`config.mk`:
```
export PLATFORM = sky130hd
export DESIGN_NAME = logic_pll_lock_emulator
export DESIGN_NICKNAME = d
export VERILOG_FILES = /design/src/rtl/logic_pll_lock_emulator_pkg.sv /design/src/rtl/logic_pll_lock_emulator_timer.sv /design/src/rtl/logic_pll_lock_emulator.sv
export SDC_FILE = /design/constraint.sdc
export NUM_CORES = 1
export LEC_CHECK = 0
export ABC_CLOCK_PERIOD_IN_PS = 3300
export CORE_ASPECT_RATIO = 1.25
export CORE_MARGIN = 5
export CORE_UTILIZATION = 40
export CTS_CLUSTER_SIZE = 28
export DETAILED_ROUTE_END_ITERATION = 12
export PLACE_DENSITY_LB_ADDON = 0.05
export SETUP_SLACK_MARGIN = 0.1
export SKIP_CTS_REPAIR_TIMING = 1
export SYNTH_ARGS = -nofsm -noshare
export SYNTH_HDL_FRONTEND = slang
export SYNTH_SLANG_ARGS = --single-unit
```
`constraint.sdc`:
```
create_clock -name aclk -period 3.3 [get_ports aclk]
set_input_delay 0.66 -clock aclk [delete_from_list [all_inputs] [get_ports aclk]]
set_output_delay 0.66 -clock aclk [all_outputs]
set_load 0.03 [all_outputs]
```
`src/rtl/logic_pll_lock_emulator_pkg.sv`:
```
// Shared types and elaboration-time helpers for the PLL lock emulator.
// All time-to-cycle conversions round up and never return fewer than 1 cycle.
package logic_pll_lock_emulator_pkg;

  typedef enum logic [1:0] {
    HOLD    = 2'd0,
    LOCKING = 2'd1,
    LOCKED  = 2'd2,
    LOST    = 2'd3
  } pll_state_t;

  // ceil(ns * hz / 1e9) in 64-bit arithmetic, clamped to at least one cycle
  function automatic int unsigned ns_to_cycles(input longint unsigned ns,
                                               input longint unsigned hz);
    longint unsigned cycles;
    cycles = (ns * hz + 64'd999_999_999) / 64'd1_000_000_000;
    if (cycles < 64'd1) begin
      cycles = 64'd1;
    end
    return cycles[31:0];
  endfunction

  function automatic int unsigned max_u(input int unsigned a, input int unsigned b);
    return (a > b) ? a : b;
  endfunction

endpackage

```
`src/rtl/logic_pll_lock_emulator_timer.sv`:
```
// Saturating up-counter shared by the HOLD (reset width) and LOCKING (lock delay) phases.
// Clear wins over enable; the count never passes the supplied limit.
module logic_pll_lock_emulator_timer #(
  parameter int unsigned WIDTH = 8
) (
  input  logic             clk,
  input  logic             srst,
  input  logic             clear,
  input  logic             enable,
  input  logic [WIDTH-1:0] limit,
  output logic [WIDTH-1:0] count
);

  logic [WIDTH-1:0] count_reg;
  logic [WIDTH-1:0] count_next;

  always_comb begin
    count_next = count_reg;
    if (clear) begin
      count_next = '0;
    end else if (enable && (count_reg < limit)) begin
      count_next = count_reg + 1'b1;
    end
  end

  always_ff @(posedge clk) begin
    if (srst) begin
      count_reg <= '0;
    end else begin
      count_reg <= count_next;
    end
  end

  assign count = count_reg;

endmodule

```
`src/rtl/logic_pll_lock_emulator.sv`:
```
// Emulates PLL lock behaviour: reset-width checking, lock delay, forced unlock and glitches.
// Every output is a flop; the FSM computes next values combinationally from registered state.
module logic_pll_lock_emulator
  import logic_pll_lock_emulator_pkg::*;
#(
  parameter longint unsigned CLOCK_FREQUENCY_HZ = 100_000_000,
  parameter longint unsigned MIN_RESET_NS       = 20,
  parameter longint unsigned LOCK_TIME_NS       = 100_000
) (
  input  logic       aclk,
  input  logic       reset,
  input  logic       pll_reset,
  input  logic       unlock_request,
  input  logic       glitch_request,
  output logic       pll_locked,
  output logic [7:0] lock_count,
  output logic       reset_too_short
);

  localparam int unsigned RESET_CYCLES = ns_to_cycles(MIN_RESET_NS, CLOCK_FREQUENCY_HZ);
  localparam int unsigned LOCK_CYCLES  = ns_to_cycles(LOCK_TIME_NS, CLOCK_FREQUENCY_HZ);
  localparam int unsigned TIMER_W      = $clog2(max_u(RESET_CYCLES, LOCK_CYCLES) + 1);

  localparam logic [TIMER_W-1:0] RESET_LIMIT  = TIMER_W'(RESET_CYCLES);
  localparam logic [TIMER_W-1:0] RESET_THRESH = TIMER_W'(RESET_CYCLES - 1);
  localparam logic [TIMER_W-1:0] LOCK_LIMIT   = TIMER_W'(LOCK_CYCLES);
  localparam logic [TIMER_W-1:0] LOCK_LAST    = TIMER_W'(LOCK_CYCLES - 1);

  pll_state_t       state_reg, state_next;
  logic             locked_reg, locked_next;
  logic [7:0]       count_reg, count_next;
  logic             short_reg, short_next;

  logic             timer_clear;
  logic             timer_enable;
  logic [TIMER_W-1:0] timer_limit;
  logic [TIMER_W-1:0] timer_count;

  logic_pll_lock_emulator_timer #(
    .WIDTH (TIMER_W)
  ) u_timer (
    .clk    (aclk),
    .srst   (reset),
    .clear  (timer_clear),
    .enable (timer_enable),
    .limit  (timer_limit),
    .count  (timer_count)
  );

  always_comb begin
    state_next   = state_reg;
    locked_next  = 1'b0;
    count_next   = count_reg;
    short_next   = short_reg;
    timer_clear  = 1'b0;
    timer_enable = 1'b0;
    timer_limit  = LOCK_LIMIT;

    if (pll_reset) begin
      state_next = HOLD;
      // The entry cycle is not counted, so the release check uses RESET_CYCLES-1.
      if (state_reg != HOLD) begin
        timer_clear = 1'b1;
      end else begin
        timer_enable = 1'b1;
        timer_limit  = RESET_LIMIT;
      end
    end else begin
      case (state_reg)
        HOLD: begin
          timer_clear = 1'b1;
          if (timer_count >= RESET_THRESH) begin
            state_next = LOCKING;
          end else begin
            state_next = LOST;
            short_next = 1'b1;
          end
        end
        LOCKING: begin
          if (timer_count == LOCK_LAST) begin
            state_next  = LOCKED;
            locked_next = 1'b1;
            if (count_reg != 8'hFF) begin
              count_next = count_reg + 8'd1;
            end
          end else begin
            timer_enable = 1'b1;
          end
        end
        LOCKED: begin
          if (unlock_request) begin
            state_next = LOST;
          end else begin
            locked_next = !glitch_request;
          end
        end
        default: begin
          state_next = LOST;
        end
      endcase
    end
  end

  always_ff @(posedge aclk) begin
    if (reset) begin
      state_reg  <= LOCKING;
      locked_reg <= 1'b0;
      count_reg  <= 8'd0;
      short_reg  <= 1'b0;
    end else begin
      state_reg  <= state_next;
      locked_reg <= locked_next;
      count_reg  <= count_next;
      short_reg  <= short_next;
    end
  end

  assign pll_locked      = locked_reg;
  assign lock_count      = count_reg;
  assign reset_too_short = short_reg;

endmodule

```
* Yosys cells after proc, flatten, opt, wreduce, memory -nomap -nowiden
Index checks and enable logic that the tools add are counted.
** Storage, ports and cells
- Input bits :: 5
- Logic and storage cells :: 47
- Output and inout bits :: 10
- Register bits after elaboration :: 26
** Operators by class
- Add/sub/neg operators :: 2
- Order comparisons :: 2
- Mux-type cells :: 17
- Bitwise logic cells :: 2
- Eq/ne operators :: 8
- Reduce and logical (&&, ||, !) cells :: 10
** Operator list (count)
- two-way mux 14 bit :: 2
- adder 14 x 1 -> 14 bit (second input constant) :: 1
- equality test 14 bit (second input constant) :: 1
- >= comparator 14 x 1 -> 1 bit (second input constant) :: 1
- less-than comparator 14 bit :: 1
- two-way mux 1 bit :: 10
- adder 8 x 1 -> 8 bit (second input constant) :: 1
- inequality test 8 bit (second input constant) :: 1
- two-way mux 2 bit :: 3
- inequality test 3 bit (second input constant) :: 2
- case mux 2 bit (3 select lines) :: 1
- inequality test 2 bit (second input constant) :: 2
- AND reduction 2 bit :: 2
- AND reduction 4 bit :: 1
- OR reduction 2 bit :: 2
- AND reduction 3 bit :: 1
- equality test 2 x 1 -> 1 bit (second input constant) :: 1
- equality test 2 bit (second input constant) :: 1
- logical NOT 2 bit :: 1
- inverter 1 bit :: 2
- case mux 1 bit (2 select lines) :: 1
- nonzero test 2 bit :: 1
- logical AND 1 bit :: 1
- logical NOT 1 bit :: 1

* Logic depth before layout (Yosys ltp)
Gate-level depths: netlist of run 1.
- Word-level depth :: 5
- Mapped depth :: 11

* Cells and area by module
From an unflattened synthesis of run 1, not the netlist that was laid out.
** Second synthesis, totals
- Cell total of the unflattened synthesis :: 216
- Area total of the unflattened synthesis :: 1726.7 um^2
** By module, submodules not included
- logic_pll_lock_emulator_timer :: area each 980.9 um^2, cells an instance 125, instances 1, sequential area each 280.3 um^2
- logic_pll_lock_emulator :: area each 745.7 um^2, cells an instance 91, instances 1, sequential area each 240.2 um^2

* Worst setup path after synthesis of run 1
OpenSTA, ideal clock, no wires.
- Path kind :: input -> register
- Start point :: in pll_reset
- End point :: reg u_timer.count_reg[1], in the netlist u_timer.count[1]
- Path buffers :: 2
- Cell stages on the path :: 9
- Slack :: 662 ps
- Library setup time :: 129 ps
- Arrival :: 2510 ps
- Required time :: 3171 ps
- Path through :: ha_1 > ha_1 > or3b_2 > nor4b_2 > a22o_2 > buf_6 > buf_6 > nand4b_1 > o31ai_1
** On the way
- Cells in the longest elaborated chain, start to end :: 3
- Elaborated cells between the ends (all ways) :: 6
- Those cells by class :: order compare: 1; mux: 3; reduce/logical: 2
** RTL lines
- start: declaration :: RTL line logic_pll_lock_emulator.sv:12 : input logic pll_reset,
- two-way mux 14 bit :: RTL line logic_pll_lock_emulator.sv:59 : if (pll_reset) begin
- less-than comparator 14 bit :: RTL line logic_pll_lock_emulator_timer.sv:21 : end else if (enable && (count_reg < limit)) begin
- logical AND 1 bit :: RTL line logic_pll_lock_emulator_timer.sv:21
- end signal: assignment :: RTL line logic_pll_lock_emulator_timer.sv:30 : count_reg <= count_next;
- end: declaration :: RTL line logic_pll_lock_emulator_timer.sv:14 : logic [WIDTH-1:0] count_reg;
Several ways; a longest one is shown, not always the timed one.
A chain may end at the register's enable or synchronous reset.

* Final worst setup path of run 1
Ends and elaborated chain as after synthesis.

==> results of run 1 <==
==> synthesized netlist by cell type (all sizes together) (2+ instances only) <==
cell type	number	area, um^2
and4	4	35.03
o31ai	10	75.07
clkbuf	2	7.510
nor2	13	48.80
o211ai	2	28.78
nand2	11	41.29
nand2b	3	18.77
nor3	5	30.03
nand3	4	20.02
nand4b	2	17.52
xnor2	5	43.79
nor2b	2	12.51
mux2i	4	40.04
buf	7	52.54
nor4b	2	23.77
or3	6	37.54
inv	8	30.03
a31oi	2	12.51
ha	11	137.6
a21oi	14	70.07
and2	3	18.77
xor2	2	17.52
nor4	3	18.77
o21ai	4	23.77
and3	6	37.54
dfxtp	26	520.5
or4	8	60.06
nand4	6	37.54
==> per-stage QoR <==
stage / std cells / util (%) / total power [mW]
2_1_floorplan: 190 / - / 0.3845
3_3_place_gp: 253 / 45.26 / 0.4042
3_5_place_dp: 253 / 45.26 / 0.4064
4_1_cts: 257 / 47.02 / 0.6800
5_1_grt: 257 / 47.02 / 0.7044
6_report: 257 / 47.02 / 0.6749
==> logic make-up (layout without fill, tap and decap cells) <==
family	count (synthesis)	in the layout
and+or+nand+nor	81	81
buffers and inverters	17	28
xor gates and xnor gates	7	7
adders and majority gates	11	11
AOI/OAI and AO/OA	44	44
DFF	26	26
muxes	4	4
==> how the worst max path moves through the flow <==
stage / end / slack (ns) / depth (start not counted)
finish: u_timer.count[1] / 0.37 / 9
global route: u_timer.count[1] / 0.21 / 9
detailed placement: u_timer.count[1] / 0.08 / 9
floorplan: u_timer.count[1] / 0.66 / 9
CTS: u_timer.count[1] / 0.37 / 9
global placement: u_timer.count[1] / 0.19 / 9
==> cells in the final DEF (no fill, tap or decap), types with 2 or more instances in the layout <==
master | netlist | final
a21oi_1 | 14 | 14
and3_1 | 6 | 6
nand2_1 | 11 | 11
nand4b_1 | 2 | 2
or4_1 | 8 | 8
clkbuf_8 | 0 | 3
ha_1 | 11 | 11
and4_1 | 4 | 4
dfxtp_1 | 26 | 26
mux2i_1 | 4 | 4
nor2_1 | 13 | 13
xnor2_1 | 5 | 5
o21ai_0 | 3 | 3
nor3_1 | 4 | 4
nand2b_1 | 3 | 3
nand4_1 | 6 | 6
nor2b_1 | 2 | 2
nor4_1 | 3 | 3
a31oi_1 | 2 | 2
clkdlybuf4s50_1 | 0 | 14
inv_1 | 8 | 8
xor2_1 | 2 | 2
or3_1 | 6 | 6
and2_1 | 3 | 3
nand3_1 | 4 | 4
o31ai_1 | 10 | 10
==> per-layer routing <==
metal / vias up / global-route usage, % / share of wire [%]
met5: - / 0 / 0
met4: 0 / 5.477 / 1.1
met3: 8 / 2.736 / 2.9
met2: 29 / 29.50 / 52
met1: 743 / 18.66 / 44
li1: 734 / - / -
==> area by class of cell <==
| class | count | area, um^2 |
|---|---|---|
| multi-input cells | 147 | 1052 |
| flip-flops and latches | 26 | 520.5 |
| well taps | 56 | 70.07 |
| clock buffers | 3 | 41.29 |
| clock inverters | 1 | 30.03 |
| repair buffers | 16 | 167.7 |
| fillers | 434 | 2155 |
| inverters | 8 | 30.03 |
==> power breakdown <==
group | total (mW) | switching, mW | internal, mW
Combinational | 0.0781 | 0.0480 | 0.0301
Clock | 0.276 | 0.114 | 0.163
Sequential | 0.321 | 0.00318 | 0.317
Total | 0.675 | 0.165 | 0.510
==> impl_metrics.py, run 1 <==
metrics = {
    "drt": {
        "post_drt_via_cell_ratio": 5.891,
        "drt_first_pass_iters": 4,
        "drt_iter0_drc": 90,
        "wl_per_cell_um": 15.74,
        "ant_nets": 0,
        "drcViolationCount": 0,
        "wl_um": 4045,
        "vias": 1514,
    },
    "clocking": {
        "htree_levels": 1,
        "cts-root-buf": "clkbuf_8",
        "worstSkewPairLatency_ns": 0.28,
        "tritoncts": "yes",
        "clockBufferDepth": 2,
        "clk_pin_slew_worst_paths_ns": 0.10,
        "cts_buffers": 3,
        "cts.sinks": 26,
    },
    "global_route": {
        "grt_usage_pct": 16.19,
        "grt_pass1_wl_um": 6906,
        "antenna_found_initial": 0,
        "grt_pass1_vias": 1476,
        "overflow": 0,
        "grt_start_max_net_pins": 18,
    },
    "sta": {
        "slew_viol_final": 0,
        "worst_slack_ns": 0.3688,
        "finalCritPeriodShare_pct": 88.82,
        "maxSlewHeadroom_pct": 59.56,
        "hold_viol_final": 0,
        "finalSetupTns_ns": 0,
        "holdWs_ns": 0.4877,
        "setup_violations": 0,
        "fmax_ghz": 0.3412,
        "grt_setup_unrepaired": "false",
        "finalClockSkew_ns": 0.009934,
        "period_needed_ns": 2.931,
        "worstMarginPinSlew_ns": 0.6065,
    },
    "synth": {
        "synth_top_flop_cell": "dfxtp_1",
        "synth_top_family_by_area": "simple AND/OR/NAND/NOR gates",
        "syn_inst": 190,
        "mappedNetlistNets": 206,
        "synth.distinct_cells": 49,
        "synth_edf_count": 0,
        "synth-simple-area-share_pct": 28.89,
        "synth-compound-area-share_pct": 20.02,
        "yosys.area_share.adder_pct": 8.277,
        "synthXorXnorAreaFrac_pct": 3.687,
        "seq_area_frac_synth_pct": 31.30,
        "synthMuxAreaShare_pct": 2.408,
        "avgSynthCellArea_um2": 8.752,
        "synthesis.area_um2": 1663,
        "synthArstFlopShare_pct": 0,
        "yosysWarnings": 0,
        "ys_seq_elements": 26,
    },
    "worst_setup_path": {
        "reg2reg_slack_ns": 0.50,
        "max_stage_delay_ns": 0.48,
        "rr_worst_depth": 10,
        "critPathMaxFanout": 17,
        "path_class": "in2reg",
        "worst_path_max_delay_cell": "or3b_2",
        "path_common_cell": "ha_1",
        "setup.worst_path.start": "pll_reset",
        "rr_startpoint": "state_reg[0]",
        "timing.critical_path.buf_inv": 2,
        "endpoint_kind": "flip-flop",
        "crit_family": "simple AND/OR/NAND/NOR gates",
        "start_kind": "input pin",
        "timing.rr.end": "u_timer.count[1]",
        "critPathArrivalTime_ns": 3.11,
        "path_cells": "clkdlybuf4s50_1 > ha_1 > ha_1 > or3b_2 > nor4b_2 > a22o_2 > buf_12 > nand4b_1 > o31ai_1",
        "critical_path_required_ns": 3.48,
    },
    "pwr": {
        "cellLeakagePower_nw": 0.6965,
        "ir_drop_uv": 233.0,
        "p_per_area_nw_per_um2": 353.0,
    },
    "worst_hold_path": {
        "min_from": "reset_too_short",
        "hp-class": "reg2reg",
        "whs_path_depth": 1,
        "whs_endpoint": "reset_too_short",
    },
    "floorplan": {
        "fp.dieW_um": 67.67,
        "rows": 26,
        "core_area_um2": 4066,
        "start_util_pct": 40.89,
        "die_h_um": 82.09,
        "die_area_um2": 5555,
        "ioPinCount": 15,
    },
    "place": {
        "pre_cts_ws_ns": 0.07709,
        "hpwl_um": 2985,
        "place_congestion": 0.8268,
        "dpl_cell_area_um2": 1841,
        "port_buffers": 14,
    },
    "layout": {
        "diodes": 0,
        "largest_register_ffs": 14,
        "drive_above_1_share_pct": 8.458,
        "area_growth_pct": 14.97,
        "nNetsFinal": 218,
        "design_area_um2": 1912,
    },
    "outcome": {
        "status": "complete, no violations",
    },
    "job": {
        "max-cap-violations": 0,
    },
}
Note: power is estimated with default switching activity, not from simulation.
==> inputs of run 2 (changes only) <==
DONT_BUFFER_PORTS = 1   (was unset)
HOLD_SLACK_MARGIN = 0.06   (was unset)
==> impl_metrics.py, run 2 (same netlist as run 1, synthesis figures left out) <==
metrics = {
    "outcome": {
        "status": "complete, no violations",
    },
    "floorplan": {
        "ioPinCount": 15,
        "fp.dieW_um": 67.67,
        "core_area_um2": 4066,
        "die_h_um": 82.09,
        "rows": 26,
        "start_util_pct": 40.89,
        "die_area_um2": 5555,
    },
    "sta": {
        "hold_viol_final": 0,
        "holdWs_ns": 0.4368,
        "setup_violations": 0,
        "grt_setup_unrepaired": "false",
        "worst_slack_ns": 0.3399,
        "finalSetupTns_ns": 0,
        "slew_viol_final": 0,
        "finalCritPeriodShare_pct": 89.70,
        "finalClockSkew_ns": 0.002989,
        "worstMarginPinSlew_ns": 0.6055,
        "period_needed_ns": 2.960,
        "maxSlewHeadroom_pct": 59.63,
        "fmax_ghz": 0.3378,
    },
    "layout": {
        "most-common-layout-cells": "dfxtp_1 (26), a21oi_1 (14), nor2_1 (13), nand2_1 (11), ha_1 (11)",
        "area_growth_pct": 4.891,
        "drive_above_1_share_pct": 8.108,
        "largest_register_ffs": 14,
        "n_fill_cell": 414,
        "nNetsFinal": 202,
        "design_area_um2": 1744,
        "mostFrequentLayoutCell": "dfxtp_1",
        "final_util_pct": 42.89,
        "diodes": 0,
    },
    "worst_setup_path": {
        "critPathMaxFanout": 22,
        "worst_path_max_delay_cell": "or3b_2",
        "reg2reg_slack_ns": 0.34,
        "max_stage_delay_ns": 0.49,
        "path_class": "reg2reg",
        "critical_path_required_ns": 3.48,
        "crit_family": "simple AND/OR/NAND/NOR gates",
        "path_common_cell": "ha_1",
        "critPathArrivalTime_ns": 3.14,
        "timing.critical_path.buf_inv": 1,
        "endpoint_kind": "flip-flop",
        "crit_cells": 9,
        "rr_startpoint": "state_reg[1]",
        "setup.worst_path.start": "state_reg[1]",
        "rr_worst_depth": 9,
        "timing.rr.end": "u_timer.count[10]",
        "start_kind": "flip-flop",
        "path_cells": "inv_1 > ha_1 > ha_1 > ha_1 > or3b_2 > nor4b_2 > a22o_2 > nor2_1 > a41o_1",
        "endpoint": "u_timer.count[10]",
    },
    "drt": {
        "drt_first_pass_iters": 4,
        "drcViolationCount": 0,
        "post_drt_via_cell_ratio": 5.776,
        "wl_per_cell_um": 15.94,
        "wl_um": 3841,
        "ant_nets": 0,
        "drt_iter0_drc": 88,
        "vias": 1392,
    },
    "place": {
        "hpwl_um": 2861,
        "place_congestion": 0.7934,
        "port_buffers": 0,
        "pre_cts_ws_ns": 0.3772,
        "dpl_cell_area_um2": 1673,
    },
    "clocking": {
        "htree_levels": 1,
        "cts-root-buf": "clkbuf_8",
        "clk_pin_slew_worst_paths_ns": 0.10,
        "worstSkewPairLatency_ns": 0.28,
        "clockBufferDepth": 2,
        "cts_buffers": 3,
        "tritoncts": "yes",
        "cts.sinks": 26,
    },
    "pwr": {
        "cellLeakagePower_nw": 0.6339,
        "ir_drop_uv": 159.9,
        "p_per_area_nw_per_um2": 378.4,
    },
    "global_route": {
        "grt_start_max_net_pins": 23,
        "antenna_found_initial": 0,
        "grt_pass1_vias": 1357,
        "grt_pass1_wl_um": 6527,
        "grt_usage_pct": 15.44,
        "overflow": 0,
    },
    "job": {
        "max-cap-violations": 0,
    },
    "worst_hold_path": {
        "hp-class": "in2reg",
    },
}
-- run 2: changes by cell type in the layout (fill, tap and decap cells not counted), sizes merged --
cell and change:
buf -2, clkdlybuf4s50 -14
-- run 2: area by class of cell --
class / instances / area, um^2 / share of cell area [%]
inverters: 8 / 30.03 / 1.722
well taps: 56 / 70.07 / 4.017
flip-flops and latches: 26 / 520.5 / 29.84
clock inverters: 1 / 30.03 / 1.722
clock buffers: 3 / 41.29 / 2.367
multi-input cells: 147 / 1052 / 60.33
-- run 2: through the flow --
| step | total power, mW | cells |
|---|---|---|
| after floorplan | 0.3845 | 190 |
| after global placement | 0.3919 | 237 |
| after detailed placement | 0.3933 | 237 |
| after CTS | 0.6689 | 241 |
| after global routing | 0.6886 | 241 |
| final | 0.6601 | 241 |
-- run 2: worst min-delay path by stage --
| stage | startpoint | end | cells past startpoint |
|---|---|---|---|
| floorplan | u_timer.count[13] | u_timer.count[13] | 2 |
| global placement | u_timer.count[6] | u_timer.count[6] | 2 |
| detailed placement | u_timer.count[6] | u_timer.count[6] | 2 |
| CTS | reset | lock_count[4] | 1 |
| global route | reset | lock_count[0] | 1 |
| finish | reset | lock_count[2] | 1 |
-- run 2: report_power, final --
part,internal [mW],total [mW],switching [mW]
Combinational,0.0237,0.0627,0.0390
Clock,0.163,0.275,0.112
Sequential,0.317,0.323,0.00524
Total,0.504,0.660,0.156
-- run 2: metal layers --
metal  vias to the layer above  GRT usage, %  share of wire [%]
li1                        701             -                  -
met1                       658         16.95                 43
met2                        26         28.43                 51
met3                         7         3.694                4.4
met4                         0         5.071                1.8
met5                         -             0                  0
==> inputs of run 3 (changes only) <==
PLACE_DENSITY_LB_ADDON = 0.25   (was 0.05)
==> impl_metrics.py, run 3 (same netlist as run 1, synthesis figures left out) <==
metrics = {
    "floorplan": {
        "die_h_um": 82.09,
        "rows": 26,
        "start_util_pct": 40.89,
        "die_area_um2": 5555,
        "core_area_um2": 4066,
        "fp.dieW_um": 67.67,
        "ioPinCount": 15,
    },
    "clocking": {
        "worstSkewPairLatency_ns": 0.28,
        "htree_levels": 1,
        "clk_pin_slew_worst_paths_ns": 0.09,
        "tritoncts": "yes",
        "clockBufferDepth": 2,
        "cts.sinks": 26,
        "cts_buffers": 3,
        "cts-root-buf": "clkbuf_8",
    },
    "worst_setup_path": {
        "critical_path_required_ns": 3.48,
        "path_cells": "inv_1 > ha_1 > ha_1 > ha_1 > or3b_2 > nor4b_2 > a22o_2 > nor2_1 > a41o_1",
        "rr_worst_depth": 9,
        "reg2reg_slack_ns": 0.40,
        "worst_path_max_delay_cell": "or3b_2",
        "max_stage_delay_ns": 0.48,
        "start_kind": "flip-flop",
        "timing.rr.end": "u_timer.count[10]",
        "critPathArrivalTime_ns": 3.08,
        "endpoint_kind": "flip-flop",
        "critPathMaxFanout": 22,
        "path_class": "reg2reg",
        "path_common_cell": "ha_1",
        "rr_startpoint": "state_reg[0]",
    },
    "place": {
        "hpwl_um": 2764,
        "port_buffers": 0,
        "pre_cts_ws_ns": 0.4141,
        "place_congestion": 0.8216,
    },
    "sta": {
        "finalSetupTns_ns": 0,
        "period_needed_ns": 2.899,
        "finalCritPeriodShare_pct": 87.85,
        "finalClockSkew_ns": 0.002904,
        "worst_slack_ns": 0.4010,
        "setup_violations": 0,
        "maxSlewHeadroom_pct": 61.59,
        "fmax_ghz": 0.3449,
        "worstMarginPinSlew_ns": 0.5761,
        "hold_viol_final": 0,
        "slew_viol_final": 0,
        "grt_setup_unrepaired": "false",
    },
    "layout": {
        "area_growth_pct": 4.891,
        "drive_above_1_share_pct": 8.108,
        "n_fill_cell": 409,
        "nNetsFinal": 202,
        "diodes": 0,
        "mostFrequentLayoutCell": "dfxtp_1",
        "multi_input_area_um2": 1052,
        "most-common-layout-cells": "dfxtp_1 (26), a21oi_1 (14), nor2_1 (13), nand2_1 (11), ha_1 (11)",
        "regArea_um2": 520.5,
        "largest_register_ffs": 14,
    },
    "drt": {
        "wl_per_cell_um": 15.18,
        "drt_first_pass_iters": 4,
        "ant_nets": 0,
        "drcViolationCount": 0,
        "vias": 1400,
        "post_drt_via_cell_ratio": 5.809,
        "drt_iter0_drc": 123,
        "wl_um": 3658,
    },
    "global_route": {
        "grt_usage_pct": 14.42,
        "grt_start_max_net_pins": 23,
        "grt_pass1_wl_um": 6244,
        "grt_pass1_vias": 1337,
        "overflow": 0,
        "antenna_found_initial": 0,
    },
    "pwr": {
        "cellLeakagePower_nw": 0.6339,
        "power_mw": 0.6535,
        "ir_drop_uv": 181.4,
        "p_per_area_nw_per_um2": 374.7,
    },
    "worst_hold_path": {
        "hp-class": "in2reg",
        "whs_path_depth": 1,
        "min_from": "reset",
        "whs_endpoint": "lock_count[4]",
    },
    "job": {
        "max-cap-violations": 0,
    },
    "outcome": {
        "status": "complete, no violations",
    },
}
[run 3: power by group]
group,internal [mW],leakage [nW],switching (mW)
combinational,0.0239,0.388,0.0387
clock,0.163,0.0357,0.106
sequential,0.317,0.210,0.00539
[run 3: per-stage QoR]
stage / hold WS (ns) / instance area [um^2] / std cells / util [%]
after floorplan: 0.4726 / 1663 / 190 / -
after global routing: 0.4215 / 1744 / 241 / 42.89
final: 0.4376 / 1744 / 241 / 42.89
after CTS: 0.4326 / 1744 / 241 / 42.89
after global placement: 0.5033 / 1673 / 237 / 41.14
after detailed placement: 0.5127 / 1673 / 237 / 41.14
[run 3: layer usage]
metal | vias up | GRT usage, % | part of all wire (%)
met4 | 0 | 5.071 | 1.7
met1 | 659 | 17.03 | 42
li1 | 702 | - | -
met3 | 7 | 3.694 | 5.5
met5 | - | 0 | 0
met2 | 32 | 24.83 | 51
[run 3: cell type report]
| class | count | area share [%] |
|---|---|---|
| sequential | 26 | 29.84 |
| clock inverter | 1 | 1.722 |
| clock buffer | 3 | 2.367 |
| multi-input combinational | 147 | 60.33 |
| tap | 56 | 4.017 |
| inverter | 8 | 1.722 |
[run 3: critical path, delay by kind of cell (launching register included)]
family | cells | cell delay [ns]
compound gates | 2 | 0.62
fa+ha+maj | 3 | 0.87
buf+inv | 1 | 0.08
flops | 1 | 0.35
simple gates | 3 | 0.85
[run 3: worst max-delay path by stage]
stage                       startpoint           endpoint  slack [ns]  cells past startpoint
after floorplan              pll_reset   u_timer.count[1]        0.66                      9
after global placement       pll_reset  u_timer.count[10]        0.53                      7
after detailed placement  state_reg[0]  u_timer.count[10]        0.41                      9
after CTS                 state_reg[0]  u_timer.count[10]        0.40                      9
after global routing      state_reg[0]  u_timer.count[10]        0.23                      9
final                     state_reg[0]  u_timer.count[10]        0.40                      9
